<file path="config.mk">
export PLATFORM = sky130hd
export DESIGN_NAME = ocl_axil_reg_bridge
export DESIGN_NICKNAME = d
export VERILOG_FILES = /design/src/rtl/ocl_axil_reg_bridge.sv
export SDC_FILE = /design/constraint.sdc
export NUM_CORES = 1
export LEC_CHECK = 0
export ABC_AREA = 1
export BUFFER_PORTS_ARGS = -buffer_cell sky130_fd_sc_hd__buf_2
export CAP_MARGIN = 20
export CELL_PAD_IN_SITES_DETAIL_PLACEMENT = 0
export CELL_PAD_IN_SITES_GLOBAL_PLACEMENT = 2
export CORE_AREA = 5 5 161 225
export DETAILED_ROUTE_END_ITERATION = 10
export DIE_AREA = 0 0 166 230
export PLACE_DENSITY_LB_ADDON = 0.25
export SETUP_SLACK_MARGIN = 0.2
export SLEW_MARGIN = 20
export SYNTH_ARGS = -nofsm -noshare
export SYNTH_HDL_FRONTEND = slang
export SYNTH_SLANG_ARGS = --single-unit
</file>
<file path="constraint.sdc">
create_clock -name clk -period 10.35 [get_ports clk]
set_input_delay 3.105 -clock clk [delete_from_list [all_inputs] [get_ports clk]]
set_output_delay 3.105 -clock clk [all_outputs]
set_load 0.05 [all_outputs]
</file>
<file path="src/rtl/ocl_axil_reg_bridge.sv">
// rtl/ocl_axil_reg_bridge.sv - AXI-Lite slave to single-cycle core register strobe bridge.
// Optional address range check enabled by defining OCL_BRIDGE_ADDR_CHECK_EN.
module ocl_axil_reg_bridge #(
  parameter int unsigned       ADDR_W     = 32,
  parameter int unsigned       DATA_W     = 32,
  parameter int unsigned       RD_TIMEOUT = 255,
  parameter logic [DATA_W-1:0] ERR_DATA   = 32'hDEAD_BEEF,
  parameter logic [ADDR_W-1:0] ADDR_LIMIT = 32'h0000_1000
) (
  input  logic                  clk,
  input  logic                  axi_rst,
  input  logic                  s_awvalid,
  input  logic [ADDR_W-1:0]     s_awaddr,
  output logic                  s_awready,
  input  logic                  s_wvalid,
  input  logic [DATA_W-1:0]     s_wdata,
  input  logic [DATA_W/8-1:0]   s_wstrb,
  output logic                  s_wready,
  output logic                  s_bvalid,
  output logic [1:0]            s_bresp,
  input  logic                  s_bready,
  input  logic                  s_arvalid,
  input  logic [ADDR_W-1:0]     s_araddr,
  output logic                  s_arready,
  output logic                  s_rvalid,
  output logic [DATA_W-1:0]     s_rdata,
  output logic [1:0]            s_rresp,
  input  logic                  s_rready,
  output logic                  reg_wr_en,
  output logic [ADDR_W-1:0]     reg_wr_addr,
  output logic [DATA_W-1:0]     reg_wr_data,
  output logic [DATA_W/8-1:0]   reg_wr_strb,
  output logic                  reg_rd_req,
  output logic [ADDR_W-1:0]     reg_rd_addr,
  input  logic                  reg_rd_valid,
  input  logic [DATA_W-1:0]     reg_rd_data
);

  localparam int unsigned STRB_W  = DATA_W / 8;
  localparam logic [15:0] TO_LAST = 16'(RD_TIMEOUT - 1);

  typedef enum logic [2:0] {W_IDLE, W_HAVE_AW, W_HAVE_W, W_STROBE, W_RESP} wr_state_e;
  typedef enum logic [1:0] {R_IDLE, R_REQ, R_WAIT, R_RESP} rd_state_e;

  wr_state_e           wr_state_q;
  logic                awready_q, wready_q, bvalid_q, wr_en_q;
  logic [1:0]          bresp_q;
  logic [ADDR_W-1:0]   aw_addr_q, wr_addr_q;
  logic [DATA_W-1:0]   w_data_q, wr_data_q;
  logic [STRB_W-1:0]   w_strb_q, wr_strb_q;

  rd_state_e           rd_state_q;
  logic                arready_q, rvalid_q, rd_req_q;
  logic [1:0]          rresp_q;
  logic [DATA_W-1:0]   rdata_q;
  logic [ADDR_W-1:0]   rd_addr_q;
  logic [15:0]         cnt_q;

  logic                aw_hs, w_hs, ar_hs, wr_go, wr_bad, ar_bad;
  logic [ADDR_W-1:0]   wr_addr_d;
  logic [DATA_W-1:0]   wr_data_d;
  logic [STRB_W-1:0]   wr_strb_d;

  assign aw_hs = s_awvalid & awready_q;
  assign w_hs  = s_wvalid & wready_q;
  assign ar_hs = s_arvalid & arready_q;

  // A channel is present either because it handshakes now or was latched earlier.
  assign wr_go = (aw_hs | (wr_state_q == W_HAVE_AW)) & (w_hs | (wr_state_q == W_HAVE_W));

  assign wr_addr_d = (wr_state_q == W_HAVE_AW) ? aw_addr_q : s_awaddr;
  assign wr_data_d = (wr_state_q == W_HAVE_W)  ? w_data_q  : s_wdata;
  assign wr_strb_d = (wr_state_q == W_HAVE_W)  ? w_strb_q  : s_wstrb;

`ifdef OCL_BRIDGE_ADDR_CHECK_EN
  assign wr_bad = (wr_addr_d >= ADDR_LIMIT);
  assign ar_bad = (s_araddr >= ADDR_LIMIT);
`else
  assign wr_bad = 1'b0;
  assign ar_bad = 1'b0;
`endif

  always_ff @(posedge clk or posedge axi_rst) begin
    if (axi_rst) begin
      wr_state_q <= W_IDLE;
      awready_q  <= 1'b1;
      wready_q   <= 1'b1;
      bvalid_q   <= 1'b0;
      bresp_q    <= 2'b00;
      wr_en_q    <= 1'b0;
      aw_addr_q  <= '0;
      w_data_q   <= '0;
      w_strb_q   <= '0;
      wr_addr_q  <= '0;
      wr_data_q  <= '0;
      wr_strb_q  <= '0;
    end else begin
      wr_en_q <= 1'b0;
      case (wr_state_q)
        W_IDLE, W_HAVE_AW, W_HAVE_W: begin
          if (aw_hs) aw_addr_q <= s_awaddr;
          if (w_hs) begin
            w_data_q <= s_wdata;
            w_strb_q <= s_wstrb;
          end
          if (wr_go) begin
            awready_q <= 1'b0;
            wready_q  <= 1'b0;
            if (wr_bad) begin
              bvalid_q   <= 1'b1;
              bresp_q    <= 2'b11;
              wr_state_q <= W_RESP;
            end else begin
              wr_en_q    <= 1'b1;
              wr_addr_q  <= wr_addr_d;
              wr_data_q  <= wr_data_d;
              wr_strb_q  <= wr_strb_d;
              wr_state_q <= W_STROBE;
            end
          end else if (aw_hs) begin
            awready_q  <= 1'b0;
            wr_state_q <= W_HAVE_AW;
          end else if (w_hs) begin
            wready_q   <= 1'b0;
            wr_state_q <= W_HAVE_W;
          end
        end
        W_STROBE: begin
          bvalid_q   <= 1'b1;
          bresp_q    <= 2'b00;
          wr_state_q <= W_RESP;
        end
        W_RESP: begin
          if (s_bready) begin
            bvalid_q   <= 1'b0;
            bresp_q    <= 2'b00;
            awready_q  <= 1'b1;
            wready_q   <= 1'b1;
            wr_state_q <= W_IDLE;
          end
        end
        default: wr_state_q <= W_IDLE;
      endcase
    end
  end

  always_ff @(posedge clk or posedge axi_rst) begin
    if (axi_rst) begin
      rd_state_q <= R_IDLE;
      arready_q  <= 1'b1;
      rvalid_q   <= 1'b0;
      rd_req_q   <= 1'b0;
      rresp_q    <= 2'b00;
      rdata_q    <= '0;
      rd_addr_q  <= '0;
      cnt_q      <= '0;
    end else begin
      rd_req_q <= 1'b0;
      case (rd_state_q)
        R_IDLE: begin
          if (ar_hs) begin
            arready_q <= 1'b0;
            if (ar_bad) begin
              rvalid_q   <= 1'b1;
              rdata_q    <= ERR_DATA;
              rresp_q    <= 2'b11;
              rd_state_q <= R_RESP;
            end else begin
              rd_addr_q  <= s_araddr;
              rd_req_q   <= 1'b1;
              rd_state_q <= R_REQ;
            end
          end
        end
        R_REQ: begin
          cnt_q      <= '0;
          rd_state_q <= R_WAIT;
        end
        R_WAIT: begin
          // Data arriving on the final counted cycle still beats the timeout.
          if (reg_rd_valid) begin
            rvalid_q   <= 1'b1;
            rdata_q    <= reg_rd_data;
            rresp_q    <= 2'b00;
            rd_state_q <= R_RESP;
          end else if (cnt_q == TO_LAST) begin
            rvalid_q   <= 1'b1;
            rdata_q    <= ERR_DATA;
            rresp_q    <= 2'b10;
            rd_state_q <= R_RESP;
          end else begin
            cnt_q <= cnt_q + 16'd1;
          end
        end
        R_RESP: begin
          if (s_rready) begin
            rvalid_q   <= 1'b0;
            rresp_q    <= 2'b00;
            arready_q  <= 1'b1;
            rd_state_q <= R_IDLE;
          end
        end
        default: rd_state_q <= R_IDLE;
      endcase
    end
  end

  assign s_awready   = awready_q;
  assign s_wready    = wready_q;
  assign s_bvalid    = bvalid_q;
  assign s_bresp     = bresp_q;
  assign s_arready   = arready_q;
  assign s_rvalid    = rvalid_q;
  assign s_rdata     = rdata_q;
  assign s_rresp     = rresp_q;
  assign reg_wr_en   = wr_en_q;
  assign reg_wr_addr = wr_addr_q;
  assign reg_wr_data = wr_data_q;
  assign reg_wr_strb = wr_strb_q;
  assign reg_rd_req  = rd_req_q;
  assign reg_rd_addr = rd_addr_q;

endmodule

</file>
# --- After elaboration in Yosys (flattened, before gate mapping) ---
# Cells that the tools add are included.
totals:
  latch_bits: 0
  memories: 0
  output_inout_bits: 143
  wordCells: 111
  ram_bits: 0
  romBits: 0
  inputBits: 140
  reg_bits: 232
op_classes:
  bitwise_logic: 6
  n_reduce_logical: 22
  n_div: 0
  addsub: 1
  muxes: 44
  mul: 0
  n_lt_le_gt_ge: 0
  shifts: 0
  eq_ne: 18
ops:
  columns: ["cell", "count"]
  rows:
  - ["$mux W32", 4]
  - ["$mux W16", 2]
  - ["$pmux W16 S2", 1]
  - ["$add A16 B1 Y16 const B", 1]
  - ["$eq A16 B8 Y1 const B", 1]
  - ["$mux W1", 16]
  - ["$reduce_and A3 Y1", 5]
  - ["$mux W2", 7]
  - ["$reduce_and A2 Y1", 7]
  - ["$mux W3", 4]
  - ["$ne A3 B3 Y1 const B", 4]
  - ["$reduce_bool A2 Y1", 6]
  - ["$ne A2 B2 Y1 const B", 5]
  - ["$pmux W1 S2", 5]
  - ["$pmux W3 S3", 1]
  - ["$pmux W2 S2", 2]
  - ["$pmux W2 S4", 1]
  - ["$eq A3 B2 Y1 const B", 2]
  - ["$and A1 B1 Y1", 4]
  - ["$eq A2 B2 Y1 const B", 2]
  - ["$mux W4", 1]
  - ["$ne A4 B4 Y1 const B", 1]
  - ["$reduce_and A4 Y1", 1]
  - ["$eq A3 B1 Y1 const B", 1]
  - ["6 further kinds", 7]

# --- Logic depth before layout (Yosys ltp) ---
logic_depth:
  ltp_word: 5
  mapped_depth: 10
  mapped_depth_nobuf: 9

# --- Worst setup path before layout ---
# OpenSTA, ideal clock, no wires.
synth_timing:
  path_kind: "input to register"
  from: "input port s_arvalid"
  to: "register rd_addr_q[0], in the netlist reg_rd_addr[0]"
  t_required_ps: 10231
  setup_slack_ps: 6343
  n_path_buf: 1
  path_stages: 6
  setup_ps: 119
  arrival_ps: 3887
  path_cell_list: "inv_1 > nor3_2 > inv_1 > clkbuf_1 > nand2_1 > nand2_1"
synth_between:
  elab_chain_cells: 2
synth_lines:
  columns: ["element", "line_no", "rtl"]
  rows:
  - ["start, declared", "22", "input logic s_arvalid,"]
  - ["$and A1 B1 Y1", "66", "assign ar_hs = s_arvalid & arready_q;"]
  - ["$reduce_and A2 Y1 (no line)", null, null]
  - ["end signal, assigned", "169", "rd_addr_q <= s_araddr;"]
  - ["end, declared", "56", "logic [ADDR_W-1:0] rd_addr_q;"]
# Every way passes these cells.
# A chain may end at the register's enable or synchronous reset.

# --- Worst setup path in the final report ---
layout_timing:
  from: "input port s_awvalid"
  to: "register wr_data_q[25], in the netlist reg_wr_data[25]"
layout_between:
  elab_chain_cells: 4
layout_lines:
  columns: ["element", "line_no", "rtl"]
  rows:
  - ["start, declared", "12", "input logic s_awvalid,"]
  - ["$and A1 B1 Y1", "64", "assign aw_hs = s_awvalid & awready_q;"]
  - ["$or A1 B1 Y1", "69", "assign wr_go = (aw_hs | (wr_state_q == W_HAVE_AW)) & (w_hs | (wr_state_q == W_HAVE_W));"]
  - ["$and A1 B1 Y1", "69", null]
  - ["$reduce_and A2 Y1 (no line)", null, null]
  - ["end signal, assigned", "116", "wr_data_q <= wr_data_d;"]
  - ["end, declared", "49", "logic [DATA_W-1:0] w_data_q, wr_data_q;"]
# Every way passes these cells.

==> impl_metrics.toml <==
[timing]
hold_viol = 0
finalSetupViolCount = 0
fmax_ghz = 0.203
whs_ps = 463
period_share = 0.475
worst_pin_slew_ps = 1000
period_needed_ps = 4920
fin_setup_tns_ps = 0
report.final.slew_viol_count = 0
clock_skew_ps = 7.99
rsz0062_at_grt = "no"
slew_headroom = 0.331
fin_ws_ps = 5430

[placement]
globalplace.congestion = 0.748
io_buffer_count = 279
hpwl_um = 19000
placed_cell_area_um2 = 11800
dp_slack_ps = 4840

[cts]
cts_max_level = 1
clock_latency_ps = 530
post_cts_buffers = 0
cts_resized = 0
clk_pin_slew_ps = 50
cts.sinks = 229
cts_tree = "built"
hold_buffers = 0
cts_max_path_buffers = 3
cts_buffers = 27
clockRootBuffer = "clkbuf_16"

[route]
routedWlPerCell_um = 14.5
totalWireLength_um = 27700
drt_iter0_markers = 540
routed_via_density = 4.37
vias = 8336
dr.pass1.iters = 5
drc = 0
ant_nets = 0

[synth]
synth_top_family_by_area = "simple AND/OR/NAND/NOR gates"
synth-xor-area-share = 0.00957
ys_async_sr_fraction = 1.00
synth.area.top_cells = "dfrtp_1, nand2_1, o21ai_0"
synth_area_per_cell_um2 = 8.49
yosys_most_used_dff = "dfrtp_1"
seq_area_frac_synth = 0.569
synth_compound_area_frac = 0.130
syn_inst = 1186
synthDistinctLibCells = 27
yosys.area_share.simple = 0.204
synthMostInstantiatedCell = "nand2_1"
synthTopCellsByCount = "nand2_1, dfrtp_1, o21ai_0, inv_1, o21a_1"
synth.largest_area_cell = "dfrtp_1"
synth_mux_area_frac = 0
synth_top_area_frac = 0.562
syn_area_um2 = 10100
synth_fa_ha_area_frac = 0.00870
ys_seq_elements = 229
ys_warn_count = 0
synth_enable_flop_cells = 0

[final_layout]
area_growth_syn_to_layout_pct = 25.6
drive_gt1_frac = 0.235
nNetsFinal = 1587
n_fill_cell = 3640
fin_area_um2 = 12700
antenna_cells = 0

[setup_path]
critPathRequiredTime_ps = 10760
path_class = "in2reg"
worst_setup_path_start_kind = "primary input"
worst_setup_path_end_kind = "flop"
worstPathMaxFanout = 99
arrival_ps = 5330

[power_and_ir_drop]
total_power_mw = 1.94
p_leak_nw = 6.93
ir_drop_uv = 89.5
powerDensity_nw_per_um2 = 153

[global_routing]
grt_pass1_wl_um = 45400
gr-total-overflow = 0
antenna_found_initial = 3
grt_pass1_vias = 8157
grt_max_degree = 131
grt_usage = 0.143

[floorplan]
dieArea_um2 = 38200
die_w_um = 166
die_y_um = 230
start_util = 0.297
std_cell_rows = 80
fp.coreArea_um2 = 33900
io_pins = 283

[worst_hold_path]
hold_class = "reg2reg"

[status]
outcome = "complete, no violations"

[run]
drv_cap = 0
-- layer usage --
metal | GRT usage | share of wire
met4 | 0.0335 | 0.018
met5 | 0 | 0.0015
met1 | 0.180 | 0.43
met2 | 0.244 | 0.49
met3 | 0.0421 | 0.069
-- kinds of logic (layout without fill, tap and decap cells) --
logic type,Yosys count,in the layout
flip-flops,229,229
AO/OA/AOI/OAI,232,232
AND/OR/NAND/NOR,522,522
other,1,3
buffers and inverters,184,454
adder cells (fa/ha/maj),7,7
XOR/XNOR,11,11
-- layout by cell type, fill, tap and decap left out --
cell,count
nor2_4,1
nand2_2,3
o21ai_0,141
xor2_1,3
nand3_1,41
inv_1,116
nand3b_1,1
or2_2,2
nor3_1,1
clkinv_1,1
nor3_4,1
clkbuf_8,7
o21ai_1,6
buf_2,279
nor2_1,50
inv_6,1
clkbuf_16,27
xnor2_1,8
inv_8,1
buf_12,1
conb_1,3
o21a_1,58
a21oi_1,27
clkbuf_1,7
bufinv_16,1
dfrtp_1,226
inv_2,3
buf_4,6
clkinv_2,3
nand2_1,417
dfstp_2,3
ha_1,7
nand3_2,2
nand4_1,3
clkinvlp_4,1
-- sequential cells by signal, indices dropped and copies added, names as in the netlist, 2 cells and up --
register     count
w_strb_q         4
s_rdata         32
reg_rd_addr     32
cnt_q           16
wr_state_q       3
rd_state_q       2
reg_wr_strb      4
aw_addr_q       32
reg_wr_addr     32
reg_wr_data     32
w_data_q        32
-- final timing paths --
kind	from	end	slack [ps]	depth (start not counted)
min in group asynchronous	axi_rst	reg_rd_addr[2]	2690	2
min reg2reg	reg_rd_addr[21]	reg_rd_addr[21]	460	2
max in group asynchronous	axi_rst	reg_wr_data[28]	6430	3
max reg2reg	wr_state_q[1]	reg_wr_data[25]	7170	10
max	s_awvalid	reg_wr_data[25]	5430	8
min	reg_rd_addr[21]	reg_rd_addr[21]	460	2
-- report_power, final --
group	total, mW	switching, mW	leakage, nW	internal, mW
Sequential	0.905	0.00323	2.92	0.902
Combinational	0.106	0.0728	3.59	0.0332
Clock	0.924	0.372	0.422	0.552
-- layout make-up --
| type | instances | area (um2) | area share |
|---|---|---|---|
| tap | 451 | 564 | 0.0446 |
| multi-input combinational | 775 | 3570 | 0.282 |
| timing repair buffer | 286 | 1460 | 0.116 |
| clock buffer | 41 | 798 | 0.0631 |
| inverter | 121 | 462 | 0.0365 |
| clock inverter | 6 | 61.3 | 0.00485 |
| sequential | 229 | 5730 | 0.453 |
-- per-stage QoR --
| stage | std cells | utilization |
|---|---|---|
| 2_1_floorplan | 1188 | - |
| 3_3_place_gp | 1862 | 0.347 |
| 3_5_place_dp | 1862 | 0.347 |
| 4_1_cts | 1909 | 0.373 |
| 5_1_grt | 1909 | 0.373 |
| 6_report | 1909 | 0.373 |
-- critical path: stages --
cell	delay, ps
buf_2	90
nand2_1	100
nand2_1	100
nand2_2	170
nor2_4	560
buf_4	860
nand2_1	120
o21a_1	150
Note: power is estimated with default switching activity, not from simulation.
